--- src/rtl/alu_pkg.sv ---
// alu_pkg: shared ALU opcodes and multiply/divide engine states
package alu_pkg;
  localparam logic [3:0] ALU_AND   = 4'b0000;
  localparam logic [3:0] ALU_OR    = 4'b0001;
  localparam logic [3:0] ALU_ADD   = 4'b0010;
  localparam logic [3:0] ALU_SUB   = 4'b0110;
  localparam logic [3:0] ALU_SLT   = 4'b0111;
  localparam logic [3:0] ALU_SLTU  = 4'b1000;
  localparam logic [3:0] ALU_MULTU = 4'b1001;
  localparam logic [3:0] ALU_DIVU  = 4'b1010;
  localparam logic [3:0] ALU_NOR   = 4'b1100;
  localparam logic [3:0] ALU_MFHI  = 4'b1101;
  localparam logic [3:0] ALU_MFLO  = 4'b1110;
  typedef enum logic [1:0] {S_IDLE, S_MUL, S_DIV, S_DONE} state_t;
endpackage

--- src/rtl/alu_muldiv_if.sv ---
// alu_muldiv_if: operand/opcode/result bundle between control and the ALU
interface alu_muldiv_if #(parameter int WIDTH = 32);
  logic [WIDTH-1:0] opA;
  logic [WIDTH-1:0] opB;
  logic [3:0] ALUop;
  logic start;
  logic [WIDTH-1:0] result;
  logic zero;
  logic overflow;
  logic busy;
  logic done;
  logic [WIDTH-1:0] hi;
  logic [WIDTH-1:0] lo;
  modport master (output opA, opB, ALUop, start, input result, zero, overflow, busy, done, hi, lo);
  modport slave (input opA, opB, ALUop, start, output result, zero, overflow, busy, done, hi, lo);
endinterface

--- src/rtl/muldiv_seq.sv ---
// muldiv_seq: iterative unsigned shift-add multiply / restoring divide with HI/LO
module muldiv_seq import alu_pkg::*; #(
  parameter int WIDTH = 32
) (
  input  logic             clk,
  input  logic             reset,
  input  logic             start,
  input  logic [3:0]       op,
  input  logic [WIDTH-1:0] a,
  input  logic [WIDTH-1:0] b,
  output logic             busy,
  output logic             done,
  output logic [WIDTH-1:0] hi,
  output logic [WIDTH-1:0] lo
);
  localparam int CW = $clog2(WIDTH);
  state_t state, state_n;
  logic [CW-1:0] cnt;
  logic [WIDTH-1:0] m, ph, pl, nh, nl;
  logic [WIDTH:0] sum, sh, diff;
  logic last, ge;
  assign last = cnt == CW'(WIDTH - 1);
  assign busy = state == S_MUL || state == S_DIV;
  assign done = state == S_DONE;
  always_comb begin
    state_n = state;
    if (state == S_IDLE)
      state_n = !start ? S_IDLE : op == ALU_MULTU ? S_MUL : op == ALU_DIVU ? S_DIV : S_IDLE;
    else if (state == S_DONE)
      state_n = S_IDLE;
    else if (last)
      state_n = S_DONE;
  end
  // ph/pl hold the running product for MUL and remainder/quotient for DIV;
  // a zero divisor always compares ge, giving all-ones quotient and remainder = dividend
  always_comb begin
    sum  = {1'b0, ph} + {1'b0, pl[0] ? m : '0};
    sh   = {ph, pl[WIDTH-1]};
    diff = sh - {1'b0, m};
    ge   = sh >= {1'b0, m};
    nh   = state == S_MUL ? sum[WIDTH:1] : ge ? diff[WIDTH-1:0] : sh[WIDTH-1:0];
    nl   = state == S_MUL ? {sum[0], pl[WIDTH-1:1]} : {pl[WIDTH-2:0], ge};
  end
  always_ff @(posedge clk) begin
    if (reset) begin
      state <= S_IDLE;
      cnt   <= '0;
      m     <= '0;
      ph    <= '0;
      pl    <= '0;
      hi    <= '0;
      lo    <= '0;
    end else begin
      state <= state_n;
      if (state == S_IDLE && state_n != S_IDLE) begin
        m   <= op == ALU_MULTU ? a : b;
        pl  <= op == ALU_MULTU ? b : a;
        ph  <= '0;
        cnt <= '0;
      end else if (busy) begin
        ph  <= nh;
        pl  <= nl;
        cnt <= last ? '0 : cnt + 1'b1;
        if (last) begin
          hi <= nh;
          lo <= nl;
        end
      end
    end
  end
endmodule

--- src/rtl/alu_muldiv.sv ---
// alu_muldiv: combinational MIPS ALU with an iterative MULTU/DIVU engine
module alu_muldiv import alu_pkg::*; #(
  parameter int WIDTH = 32
) (
  input logic clk,
  input logic reset,
  alu_muldiv_if.slave bus
);
  logic [WIDTH-1:0] a, b, add, sub, res, hi, lo;
  logic busy, done;
  assign a = bus.opA;
  assign b = bus.opB;
  assign add = a + b;
  assign sub = a - b;
  muldiv_seq #(.WIDTH(WIDTH)) u_seq (
    .clk(clk), .reset(reset), .start(bus.start), .op(bus.ALUop),
    .a(a), .b(b), .busy(busy), .done(done), .hi(hi), .lo(lo)
  );
  always_comb begin
    res = '0;
    case (bus.ALUop)
      ALU_AND:  res = a & b;
      ALU_OR:   res = a | b;
      ALU_ADD:  res = add;
      ALU_SUB:  res = sub;
      ALU_SLT:  res = WIDTH'($signed(a) < $signed(b));
      ALU_SLTU: res = WIDTH'(a < b);
      ALU_NOR:  res = ~(a | b);
      ALU_MFHI: res = hi;
      ALU_MFLO: res = lo;
      default:  res = '0;
    endcase
  end
  assign bus.result = res;
  assign bus.zero = res == '0;
  assign bus.overflow =
    bus.ALUop == ALU_ADD ? a[WIDTH-1] == b[WIDTH-1] && add[WIDTH-1] != a[WIDTH-1] :
    bus.ALUop == ALU_SUB ? a[WIDTH-1] != b[WIDTH-1] && sub[WIDTH-1] != a[WIDTH-1] : 1'b0;
  assign bus.busy = busy;
  assign bus.done = done;
  assign bus.hi = hi;
  assign bus.lo = lo;
endmodule
--- src/flat_wrapper.sv ---
// flat-port wrapper written by rule: the top's interface ports become plain ports
module alu_muldiv_flat import alu_pkg::*;
#(
  parameter int WIDTH = 32
)
  (clk, reset, bus_opA, bus_opB, bus_ALUop, bus_start, bus_result, bus_zero, bus_overflow, bus_busy, bus_done, bus_hi, bus_lo);
  alu_muldiv_if #(.WIDTH(WIDTH)) bus_i ();
  input logic clk;
  input logic reset;
  input wire logic [$bits(bus_i.opA)-1:0] bus_opA;
  input wire logic [$bits(bus_i.opB)-1:0] bus_opB;
  input wire logic [$bits(bus_i.ALUop)-1:0] bus_ALUop;
  input wire logic [$bits(bus_i.start)-1:0] bus_start;
  output wire logic [$bits(bus_i.result)-1:0] bus_result;
  output wire logic [$bits(bus_i.zero)-1:0] bus_zero;
  output wire logic [$bits(bus_i.overflow)-1:0] bus_overflow;
  output wire logic [$bits(bus_i.busy)-1:0] bus_busy;
  output wire logic [$bits(bus_i.done)-1:0] bus_done;
  output wire logic [$bits(bus_i.hi)-1:0] bus_hi;
  output wire logic [$bits(bus_i.lo)-1:0] bus_lo;
  assign bus_i.opA = bus_opA;
  assign bus_i.opB = bus_opB;
  assign bus_i.ALUop = bus_ALUop;
  assign bus_i.start = bus_start;
  assign bus_result = bus_i.result;
  assign bus_zero = bus_i.zero;
  assign bus_overflow = bus_i.overflow;
  assign bus_busy = bus_i.busy;
  assign bus_done = bus_i.done;
  assign bus_hi = bus_i.hi;
  assign bus_lo = bus_i.lo;
  alu_muldiv #(.WIDTH(WIDTH)) u_core (.clk(clk), .reset(reset), .bus(bus_i));
endmodule
--- config.mk ---
export PLATFORM = sky130hd
export DESIGN_NAME = alu_muldiv_flat
export DESIGN_NICKNAME = d
export VERILOG_FILES = /design/src/rtl/alu_pkg.sv /design/src/rtl/alu_muldiv_if.sv /design/src/rtl/muldiv_seq.sv /design/src/rtl/alu_muldiv.sv /design/src/flat_wrapper.sv
export SDC_FILE = /design/constraint.sdc
export NUM_CORES = 1
export LEC_CHECK = 0
export ABC_AREA = 1
export ABC_CLOCK_PERIOD_IN_PS = 4450
export BUFFER_PORTS_ARGS = -buffer_cell sky130_fd_sc_hd__buf_4
export CORE_ASPECT_RATIO = 0.8
export CORE_MARGIN = 5
export CORE_UTILIZATION = 30
export DETAILED_ROUTE_END_ITERATION = 7
export PLACE_DENSITY = 0.43
export SLEW_MARGIN = 20
export SYNTH_ARGS = -nofsm -noshare
export SYNTH_HDL_FRONTEND = slang
export SYNTH_SLANG_ARGS = --single-unit
--- constraint.sdc ---
create_clock -name clk -period 4.45 [get_ports clk]
set_input_delay 0.89 -clock clk [delete_from_list [all_inputs] [get_ports clk]]
set_output_delay 0.89 -clock clk [all_outputs]
set_load 0.05 [all_outputs]
==> impl_metrics.ini <==
[setup_path]
r2r-start = u_core.u_seq.pl[31]$_SDFFE_PP0P_
endpoint = bus_zero
critPathArrivalTime_ps = 3440
startpoint = bus_opA[0]
path_class = primary input to output port
r2r_end = u_core.u_seq.hi[30]$_SDFFE_PP0P_
critPathMaxFanout = 4
crit_path_end_kind = output port
startpoint_type = primary input
reg2reg_setup_slack_ps = 1030
ff2ff_path_depth = 15
worstPathRequired_ps = 3560

[synth]
ys_seq_elements = 167
ys.warnings.count = 0
avgSynthCellArea_sq_um = 5.58
mappedNetlistArea_sq_mm = 0.0197
netlist-cell-type-count = 51
synth_edf_count = 0
synth-main-ff-cell = dfxtp_1
synthCells = 3533
synthArstFlopShare_pct = 0
synth_nets = 3779
seq_area_frac_synth_pct = 17.0

[pwr]
seqPwrFrac_pct = 26.1
p_leak_nw = 13.9
p_sw_w = 0.00270
p_per_area_mw_per_mm2 = 231
p_total_w = 0.00593
intPower_w = 0.00324
pwr-share-clk_pct = 25.8
p_comb_share_pct = 48.1
ir_drop_v = 0.000280
switching_share_pct = 45.4

[run_status]
status = completed

[routing]
routed.top_layer = met4
met1_length_um = 51800
ant_nets = 0
vias = 24500
dr_wl_met2_um = 43000
drtIter0Drc = 2629
viasPerCell = 5.08
dr.pass1.iters = 7
route.detailed.drc = 0
routedWlPerCell_um = 22.1
drt_wl_total_um = 106000
met3_wirelength_um = 8840

[min_path]
min_path_cells = 2
hold_path.class = flop to flop

[timing]
timing.final.crit_share_pct = 97.4
tightest_slew_ps = 952
finClkSkew_ps = 19.9
fmax_mhz = 231
slew_headroom_pct = 36.5
period_needed_ps = 4330
hold_violations = 0
finalSetupViolations = 0
slew_viol_final = 0

[global_route]
grt_pass1_vias = 22000
gr-usage-all-layers_pct = 28.7
grt_pass1_wl_um = 151000
grt_overflow_total = 0
antenna_found_initial = 2
grt_max_degree = 129

[clocking]
cts.sink_count = 167
ctsHoldBuffers = 0
h-tree-depth = 4
cts_buffer_depth = 2
cts_root_buffer = clkbuf_16
clock_latency_ps = 460
cts_tree = done
clk_pin_slew_ps = 80
cts_buffers = 17

[place]
place_hpwl_um = 87900
placed_cell_area_sq_mm = 0.0240
io_buffers = 170
place_inst = 4763
place_congestion = 1.01

[run]
maxCapViolations = 0

[die]
die-area_sq_mm = 0.0709
fp.dieW_um = 296
start_util_pct = 30.1
core_sq_mm = 0.0654
std_cell_rows = 84
dieHeight_um = 239
ios = 171

[final_layout]
area_growth_pct = 30.3
fill_cells = 7452
drive_above_1_share_pct = 20.0
instances_no_fill = 4813
nets = 4185
stdcell_area_sq_mm = 0.0257
[registers in the layout, indices dropped and copies added (netlist names)]
name	flops
u_core.u_seq.cnt	5
u_core.u_seq.pl	32
u_core.u_seq.hi	32
u_core.u_seq.lo	32
u_core.u_seq.state	2
u_core.u_seq.ph	32
u_core.u_seq.m	32
[critical path: stages]
cell and delay, ps:
buf_4 120, inv_1 70, ha_1 160, inv_2 60, fa_2 400, nand3_2 110
nand3_4 100, nand2_4 140, a21oi_1 80, buf_4 140, nor2_4 100, buf_4 100
nand2_1 40, nand2_1 50, nor2_1 40, nor2_1 130, nand2_1 90, nor2_2 150
nand3_2 150, nor2_2 150, buf_6 160
[cell usage after synthesis, drive strengths merged (41+ instances only)]
| master | count | area share [%] |
|---|---|---|
| ha | 171 | 11 |
| a21oi | 202 | 5.2 |
| nand2 | 1102 | 21 |
| nand4 | 41 | 1.3 |
| inv | 603 | 12 |
| o21ai | 180 | 4.6 |
| dfxtp | 167 | 17 |
| buf | 53 | 1.5 |
| nor2 | 327 | 6.4 |
| clkbuf | 86 | 1.7 |
| a211oi | 94 | 3.6 |
| nand3 | 333 | 8.7 |
[logic make-up after synthesis]
group	count (synthesis)	synth area share (%)
XOR/XNOR	26	1.16
AND/OR/NAND/NOR	1857	39.3
flip-flops	167	17.0
AO/OA/AOI/OAI	566	16.6
buffers and inverters	742	14.6
adder cells (fa/ha/maj)	175	11.3
[per-stage QoR]
step | utilization [%] | hold slack, ps | setup WS [ps] | setup TNS, ps
6_report | 39.3 | 477 | 116 | 0
2_1_floorplan | - | 445 | 47.1 | 0
5_1_grt | 39.3 | 517 | -42.0 | -42.0
4_1_cts | 38.1 | 478 | 1.92 | 0
3_5_place_dp | 36.8 | 464 | -513 | -662
3_3_place_gp | 36.8 | 465 | -709 | -1100
[cell usage in the layout, fill, tap and decap left out, types with 42 or more instances in the layout]
cell         n
nand2_1   1037
ha_1       144
o21ai_0    172
nor2_2      42
a211oi_1    94
nand2_2     57
nor2_1     264
buf_4      516
nand3_1    300
inv_1      582
a21oi_1    192
dfxtp_1    167
[layer usage]
layer	track usage (%)	up-vias
met4	5.91	0
li1	-	12100
met2	41.9	948
met3	3.97	91
met5	0	-
met1	44.8	11300
[power groups by stage]
stage	Sequential, W	Clock (W)	Combinational, W
after floorplan	0.00157	0	0.00152
after global placement	0.00158	0	0.00264
after detailed placement	0.00158	0	0.00262
after CTS	0.00155	0.00155	0.00267
after global routing	0.00155	0.00161	0.00306
final	0.00155	0.00153	0.00286
[repair_timing]
action                                 4_1_cts  5_1_grt
setup buffers                                0       17
endpoints found under the hold margin        0        0
resized for setup                           71      163
pin swaps                                    0       36
setup endpoints to repair                    3        2
[worst min-delay path by stage]
stage                                          start                                to  slack, ps
finish              u_core.u_seq.cnt[4]$_SDFFE_PP0P_  u_core.u_seq.cnt[4]$_SDFFE_PP0P_        480
global route        u_core.u_seq.cnt[4]$_SDFFE_PP0P_  u_core.u_seq.cnt[4]$_SDFFE_PP0P_        520
CTS                 u_core.u_seq.cnt[4]$_SDFFE_PP0P_  u_core.u_seq.cnt[4]$_SDFFE_PP0P_        480
detailed placement  u_core.u_seq.cnt[4]$_SDFFE_PP0P_  u_core.u_seq.cnt[4]$_SDFFE_PP0P_        460
global placement    u_core.u_seq.cnt[4]$_SDFFE_PP0P_  u_core.u_seq.cnt[4]$_SDFFE_PP0P_        470
floorplan           u_core.u_seq.cnt[4]$_SDFFE_PP0P_  u_core.u_seq.cnt[4]$_SDFFE_PP0P_        450
[cell type report]
class                   count  area (sq um)  area share, %
well taps                 860          1080           4.19
clock inverters            14           154          0.599
multi-input cells        2624         14400           56.0
diodes                      1          2.50        0.00975
flip-flops and latches    167          3340           13.0
clock buffers              18           429           1.67
repair buffers            526          4020           15.7
inverters                 603          2270           8.84
No activity file was read; power rests on OpenSTA's default activity.
